--- config.mk ---
export PLATFORM = sky130hd
export DESIGN_NAME = ps2_keyboard_receiver
export DESIGN_NICKNAME = d
export VERILOG_FILES = /design/src/rtl/ps2_keyboard_receiver_pkg.sv /design/src/rtl/keyboard_fifo.sv /design/src/rtl/ps2_keyboard_receiver.sv
export SDC_FILE = /design/constraint.sdc
export NUM_CORES = 1
export LEC_CHECK = 0
export CAP_MARGIN = 15
export CORE_MARGIN = 2
export CORE_UTILIZATION = 50
export DETAILED_ROUTE_END_ITERATION = 10
export GPL_ROUTABILITY_DRIVEN = 0
export PLACE_DENSITY = 0.74
export SLEW_MARGIN = 20
export SYNTH_ARGS = -nofsm -noshare
export SYNTH_HDL_FRONTEND = slang
export SYNTH_SLANG_ARGS = --single-unit
--- constraint.sdc ---
create_clock -name clk -period 2.5 [get_ports clk]
set_input_delay 0.25 -clock clk [delete_from_list [all_inputs] [get_ports clk]]
set_output_delay 0.25 -clock clk [all_outputs]
set_load 0.03 [all_outputs]
--- src/rtl/ps2_keyboard_receiver_pkg.sv ---
// Shared types and frame constants for the PS/2 keyboard receiver.
package ps2_keyboard_receiver_pkg;

   typedef enum logic [1:0] {RX_IDLE, RX_DATA, RX_PARITY, RX_STOP} rx_state_t;
   typedef enum logic [1:0] {RD_IDLE, RD_WAIT, RD_DONE} rd_state_t;

   localparam logic START_BIT = 1'b0;
   localparam logic STOP_BIT  = 1'b1;
   localparam int   DATA_BITS = 8;

   // Odd parity: data bits plus parity bit must hold an odd number of ones.
   function automatic logic odd_parity_ok(input logic [7:0] data, input logic p);
      return (^data) ^ p;
   endfunction

endpackage

--- src/rtl/keyboard_fifo.sv ---
// Small synchronous FIFO for received scan-code bytes; registered empty flag.
module keyboard_fifo #(
   parameter int DATA_WIDTH = 8,
   parameter int ADDR_WIDTH = 3
) (
   input  logic                  clk,
   input  logic                  reset,
   input  logic                  push,
   input  logic                  pop,
   input  logic [DATA_WIDTH-1:0] din,
   output logic [DATA_WIDTH-1:0] dout,
   output logic                  empty,
   output logic                  full
);
   localparam int DEPTH = 2**ADDR_WIDTH;

   logic [DATA_WIDTH-1:0] r_mem [DEPTH];
   logic [ADDR_WIDTH-1:0] r_wr_ptr, r_rd_ptr;
   logic [ADDR_WIDTH:0]   r_count, w_count_nxt;
   logic                  r_empty, w_do_push, w_do_pop;

   // A full FIFO still accepts a push when a pop frees a slot in the same clk.
   assign w_do_pop  = pop && !r_empty;
   assign w_do_push = push && (!full || w_do_pop);
   assign full      = (r_count == (ADDR_WIDTH+1)'(DEPTH));
   assign dout      = r_mem[r_rd_ptr];
   assign empty     = r_empty;

   // Occupancy after this clk's accepted push/pop
   always_comb begin
      w_count_nxt = r_count;
      if (w_do_push && !w_do_pop)
         w_count_nxt = r_count + 1'b1;
      else if (w_do_pop && !w_do_push)
         w_count_nxt = r_count - 1'b1;
   end

   // Storage array, written on accepted push
   always_ff @(posedge clk) begin
      if (w_do_push)
         r_mem[r_wr_ptr] <= din;
   end

   // Pointers, count and registered empty flag
   always_ff @(posedge clk) begin
      if (!reset) begin
         r_wr_ptr <= '0;
         r_rd_ptr <= '0;
         r_count  <= '0;
         r_empty  <= 1'b1;
      end else begin
         if (w_do_push) r_wr_ptr <= r_wr_ptr + 1'b1;
         if (w_do_pop)  r_rd_ptr <= r_rd_ptr + 1'b1;
         r_count <= w_count_nxt;
         r_empty <= (w_count_nxt == '0);
      end
   end

endmodule

--- src/rtl/ps2_keyboard_receiver.sv ---
// PS/2 device-to-host frame receiver with byte FIFO and FLAG/done read handshake.
module ps2_keyboard_receiver
   import ps2_keyboard_receiver_pkg::*;
#(
   parameter int FIFO_ADDR_WIDTH = 3,
   parameter int FILTER_LEN      = 8,
   parameter int TIMEOUT_WIDTH   = 16
) (
   input  logic       clk,
   input  logic       reset,
   input  logic       ps2_clk,
   input  logic       ps2_data,
   input  logic       FLAG_keyboard,
   output logic [7:0] char,
   output logic       done,
   output logic       empty,
   output logic       overflow,
   output logic       parity_error
);
   localparam int FILT_W = $clog2(FILTER_LEN + 1);

   logic r_clk_s1, r_clk_s2, r_dat_s1, r_dat_s2, r_clk_f;
   logic [FILT_W-1:0] r_filt_cnt;
   logic w_strobe;

   rx_state_t r_rx_state, w_rx_next;
   logic [2:0] r_bitcnt;
   logic [7:0] r_shift;
   logic r_par_ok;
   logic [TIMEOUT_WIDTH-1:0] r_tmo;
   logic w_tmo_hit, w_frame_end, w_push, w_frame_err;

   rd_state_t r_rd_state, w_rd_next;
   logic r_flag, r_flag_d, w_flag_rise, w_pop;
   logic [7:0] r_char, w_dout;
   logic w_full, w_fifo_empty, r_overflow, r_parity_error;

   // Two-flop synchronisers on both PS/2 lines
   always_ff @(posedge clk) begin
      if (!reset) begin
         r_clk_s1 <= 1'b1;
         r_clk_s2 <= 1'b1;
         r_dat_s1 <= 1'b1;
         r_dat_s2 <= 1'b1;
      end else begin
         r_clk_s1 <= ps2_clk;
         r_clk_s2 <= r_clk_s1;
         r_dat_s1 <= ps2_data;
         r_dat_s2 <= r_dat_s1;
      end
   end

   // Filtered clock flips after FILTER_LEN consecutive samples disagree with it
   always_ff @(posedge clk) begin
      if (!reset) begin
         r_clk_f    <= 1'b1;
         r_filt_cnt <= '0;
      end else if (r_clk_s2 == r_clk_f) begin
         r_filt_cnt <= '0;
      end else if (r_filt_cnt == FILT_W'(FILTER_LEN - 1)) begin
         r_clk_f    <= r_clk_s2;
         r_filt_cnt <= '0;
      end else begin
         r_filt_cnt <= r_filt_cnt + 1'b1;
      end
   end

   // Bit strobe: the clk on which the filtered clock falls; data sampled now
   assign w_strobe  = r_clk_f && !r_clk_s2 && (r_filt_cnt == FILT_W'(FILTER_LEN - 1));
   assign w_tmo_hit = (r_rx_state != RX_IDLE) && (&r_tmo);

   // Frame FSM state register
   always_ff @(posedge clk) begin
      if (!reset) r_rx_state <= RX_IDLE;
      else        r_rx_state <= w_rx_next;
   end

   // Frame FSM next state; a stalled frame falls back to idle silently
   always_comb begin
      w_rx_next = r_rx_state;
      if (w_tmo_hit)
         w_rx_next = RX_IDLE;
      else if (w_strobe) begin
         case (r_rx_state)
            RX_IDLE:   if (r_dat_s2 == START_BIT) w_rx_next = RX_DATA;
            RX_DATA:   if (r_bitcnt == 3'(DATA_BITS - 1)) w_rx_next = RX_PARITY;
            RX_PARITY: w_rx_next = RX_STOP;
            default:   w_rx_next = RX_IDLE;
         endcase
      end
   end

   // Frame FSM outputs: push a good byte or flag a bad frame at the stop bit
   always_comb begin
      w_frame_end = !w_tmo_hit && w_strobe && (r_rx_state == RX_STOP);
      w_push      = w_frame_end && (r_dat_s2 == STOP_BIT) && r_par_ok;
      w_frame_err = w_frame_end && !w_push;
   end

   // Frame datapath: shift register, bit counter, parity result, timeout counter
   always_ff @(posedge clk) begin
      if (!reset) begin
         r_bitcnt <= '0;
         r_shift  <= '0;
         r_par_ok <= 1'b0;
         r_tmo    <= '0;
      end else begin
         if (r_rx_state == RX_IDLE || w_strobe) r_tmo <= '0;
         else                                   r_tmo <= r_tmo + 1'b1;
         if (w_strobe && !w_tmo_hit) begin
            case (r_rx_state)
               RX_IDLE:   r_bitcnt <= '0;
               RX_DATA: begin
                  r_shift  <= {r_dat_s2, r_shift[7:1]};
                  r_bitcnt <= r_bitcnt + 1'b1;
               end
               RX_PARITY: r_par_ok <= odd_parity_ok(r_shift, r_dat_s2);
               default:   ;
            endcase
         end
      end
   end

   keyboard_fifo #(
      .DATA_WIDTH (8),
      .ADDR_WIDTH (FIFO_ADDR_WIDTH)
   ) u_fifo (
      .clk   (clk),
      .reset (reset),
      .push  (w_push),
      .pop   (w_pop),
      .din   (r_shift),
      .dout  (w_dout),
      .empty (w_fifo_empty),
      .full  (w_full)
   );

   // Sticky error flags, cleared only by reset
   always_ff @(posedge clk) begin
      if (!reset) begin
         r_overflow     <= 1'b0;
         r_parity_error <= 1'b0;
      end else begin
         if (w_push && w_full && !w_pop) r_overflow <= 1'b1;
         if (w_frame_err)                r_parity_error <= 1'b1;
      end
   end

   // Register the request once and keep a delayed copy for edge detection
   always_ff @(posedge clk) begin
      if (!reset) begin
         r_flag   <= 1'b0;
         r_flag_d <= 1'b0;
      end else begin
         r_flag   <= FLAG_keyboard;
         r_flag_d <= r_flag;
      end
   end

   assign w_flag_rise = r_flag && !r_flag_d;

   // Read FSM state register
   always_ff @(posedge clk) begin
      if (!reset) r_rd_state <= RD_IDLE;
      else        r_rd_state <= w_rd_next;
   end

   // Read FSM next state; one delivery per FLAG high period
   always_comb begin
      w_rd_next = r_rd_state;
      case (r_rd_state)
         RD_IDLE: if (w_flag_rise) w_rd_next = w_fifo_empty ? RD_WAIT : RD_DONE;
         RD_WAIT: begin
            if (!FLAG_keyboard)     w_rd_next = RD_IDLE;
            else if (!w_fifo_empty) w_rd_next = RD_DONE;
         end
         RD_DONE: if (!FLAG_keyboard) w_rd_next = RD_IDLE;
         default: w_rd_next = RD_IDLE;
      endcase
   end

   // Read FSM outputs: pop exactly when moving into RD_DONE
   always_comb begin
      w_pop = 1'b0;
      case (r_rd_state)
         RD_IDLE: w_pop = w_flag_rise && !w_fifo_empty;
         RD_WAIT: w_pop = FLAG_keyboard && !w_fifo_empty;
         default: w_pop = 1'b0;
      endcase
   end

   // Delivered byte, held after the handshake completes
   always_ff @(posedge clk) begin
      if (!reset)     r_char <= '0;
      else if (w_pop) r_char <= w_dout;
   end

   assign char         = r_char;
   assign done         = (r_rd_state == RD_DONE);
   assign empty        = w_fifo_empty;
   assign overflow     = r_overflow;
   assign parity_error = r_parity_error;

endmodule
==> results.txt <==
Rel. slew slack: 0.615
Post-synth EDFFs: 64
Die ar.: 11,300 sq um
Initial antenna violation count: 0
# setup viols final: 0
Core Box Area: 10,200 sq um
Row count: 37
Hold EP: r_clk_s1$_SDFF_PN1_
RSZ-0062 raised after global routing: false
Largest net degree at the start of global routing: 46
# hold bufs at CTS: 0
Top-area cell type share of the netlist area: 0.367
Pwr/cell area: 751 nW/um^2
Clock sink count: 128
Vias in the first global route: 3,281
Syn Area/Cell: 13.0 sq um
Synth top area cells: edfxtp_1, dfxtp_1, mux4_2, nand2_1, xnor2_1
Mapped Nets: 421
Synthesis-stage register bit count: 128
Power share of the sequential group: 0.475
CP Max Fanout: 6
Worst-Margin Slew: 576 ps
Final Cycle Share: 0.924
Status: finished clean
Distinct cells, synth: 49
Max-cap violations: 0
CP endpoint kind: flop
Synth Instances: 403
CTS HTree Levels: 4
Die Wd: 106 um
Startpoint types: flop
Final hold vios: 0
Reg2Reg Depth: 9
Detail Route Antenna Nets: 0
CTS Root Cell: clkbuf_8
Clock transition at path regs: 60 ps
Clk_lat worst skew: 520 ps
Combinational power share: 0.026
Leakage power: 2.20 nW
Vias per cell: 5.34
Cell depth of the worst hold path: 2
Skew final: 11.7 ps
Synthesis-to-layout area growth: 18.4%
Starting Density: 0.512
Critical Path RT: 2930 ps
Commonest cells in the netlist: dfxtp_1, edfxtp_1, nand2_1
Psw: 0.911 mW
Initial DRC Count: 192
First drt pass iteration count: 4
Total GRT Usage: 0.190
Arrival time of the worst setup path: 2740 ps
Hold_sp: ps2_clk
Reg2Reg Setup Slack: 190 ps
R2R Path End: u_fifo.empty$_SDFF_PN1_
Number of buffers created by CTS: 17
Clock network fraction of total power: 0.499
Ys Warns: 0
Final wirelength: 9490 um
Global-route wire length before repair: 16,200 um
Clk buf depth: 2
Min-delay worst type: in -> reg
I/O Buffers: 16
Seq/Total Area, Yosys: 0.612
Post-route DRC: 0
CTS tree: built
Overall Power: 4.66 mW
Net Sw Frac: 0.196
Int Pwr: 3.75 mW
Final min period: 2310 ps
# diodes: 0
Fraction of layout cells with a size suffix above 1: 0.162
Max VDD drop: 430 uV
I/O pins: 17
Via count: 3,142
Fmax: 433 MHz
Nets@finish: 457
Post-route setup TNS: 0 ps
Asr flop ratio synth: 0
Die Y: 106 um
Detailed Place HPWL: 6230 um
Wirelength per Cell: 16.1 um
Critical Path Source: r_tmo[0]$_SDFF_PP0_
Slew Limit Fails: 0
Setup Crit Path Kind: reg -> reg
Synth area leader: edfxtp_1
Worst reg2reg path startpoint: r_tmo[0]$_SDFF_PP0_
Synthesized area: 5240 sq um
Primary FF master, synth: edfxtp_1
GR Overflow Total: 0
worst max-delay path by stage:
stage,endpoint,slack (ps),cells past startpoint
final,u_fifo.empty$_SDFF_PN1_,190,9
after global placement,u_fifo.r_mem[4][2]$_DFFE_PP_,260,8
after global routing,u_fifo.empty$_SDFF_PN1_,30,9
after CTS,u_fifo.r_mem[4][2]$_DFFE_PP_,140,8
after floorplan,u_fifo.r_mem[4][0]$_DFFE_PP_,30,7
after detailed placement,u_fifo.r_mem[4][2]$_DFFE_PP_,170,8
per-stage QoR:
stage	hold slack (ps)	std cells	utilization	instance area (sq um)	setup slack, ps
final	308	588	0.606	6200	190
after global routing	302	588	0.606	6200	30.9
after CTS	298	587	0.605	6190	142
after detailed placement	402	555	0.549	5620	175
after global placement	390	555	0.549	5620	264
after floorplan	351	403	-	5240	33.3
final cells by class:
type	count	area [sq um]
Timing Repair Buffer	31	273
Tap cell	136	170
Inverter	8	30.0
Sequential cell	128	3200
Clock inverter	10	110
Multi-Input combinational cell	253	1950
Clock buffer	22	463
Fill cell	779	4030
worst max-delay path: stages, from the launching register on:
cell and delay [ps]:
dfxtp_1 370, ha_1 250, nand4_2 170, nor3_4 290, a211oi_4 100, buf_4 160
and3_1 170, a21oi_1 160, mux2_4 330, o31ai_2 220
layer usage:
metal  GRT usage  routed length (um)  up-vias
met5           0                   0        -
met3      0.0497                 354       15
li1            -                   -     1522
met2       0.332                4930       56
met4      0.0846                 203        0
met1       0.219                4010     1549
state kept, by name (all words and copies together) (netlist names), 2 cells and up:
| signal | cells |
|---|---|
| u_fifo.r_wr_ptr | 3 |
| r_bitcnt | 3 |
| r_rx_state | 2 |
| r_rd_state | 2 |
| u_fifo.r_mem | 64 |
| r_shift | 8 |
| u_fifo.r_count | 4 |
| u_fifo.r_rd_ptr | 3 |
| r_tmo | 16 |
| char | 8 |
| r_filt_cnt | 4 |
what timing repair did:
item | 4_1_cts | 5_1_grt
setup endpoints to repair | 0 | 56
gates resized for setup | 0 | 0
buffers inserted | 0 | 1
cell families (layout without fill, tap and decap cells):
kind of cell / count (synthesis) / in the layout / synth area share
multiplexers: 27 / 27 / 0.0908
flip-flops: 128 / 128 / 0.612
AND/OR/NAND/NOR: 141 / 141 / 0.137
XOR/XNOR: 28 / 28 / 0.0468
AO/OA/AOI/OAI: 44 / 44 / 0.0660
buffers and inverters: 22 / 71 / 0.0165
adder cells (fa/ha/maj): 13 / 13 / 0.0311
cell usage in the layout (no fill, tap or decap), types with 6 or more instances in the layout:
cell type        netlist  layout
clkdlybuf4s50_1        0      16
a21oi_1                6       6
mux4_2                16      16
nor2b_1                7       7
nand2b_1               7       7
buf_4                  0      15
clkbuf_16              0      16
and2_1                12      12
xor2_1                 8       8
nand2_1               47      47
ha_1                  13      13
a21boi_0              12      12
dfxtp_1               64      64
edfxtp_1              64      64
o211a_1                8       8
xnor2_1               20      20
inv_1                  8       8
nand3_1               10      10
mux2i_1               10      10
nor3_1                 8       8
nor2_1                28      28
power by group through the flow:
| stage | logic [mW] | registers, mW | clock network [mW] |
|---|---|---|---|
| 6_report | 0.122 | 2.21 | 2.33 |
| 5_1_grt | 0.134 | 2.21 | 2.47 |
| 4_1_cts | 0.123 | 2.21 | 2.37 |
| 3_5_place_dp | 0.123 | 2.25 | 0 |
| 3_3_place_gp | 0.120 | 2.25 | 0 |
| 2_1_floorplan | 0.0732 | 2.27 | 0 |
No activity file was read; power rests on OpenSTA's default activity.
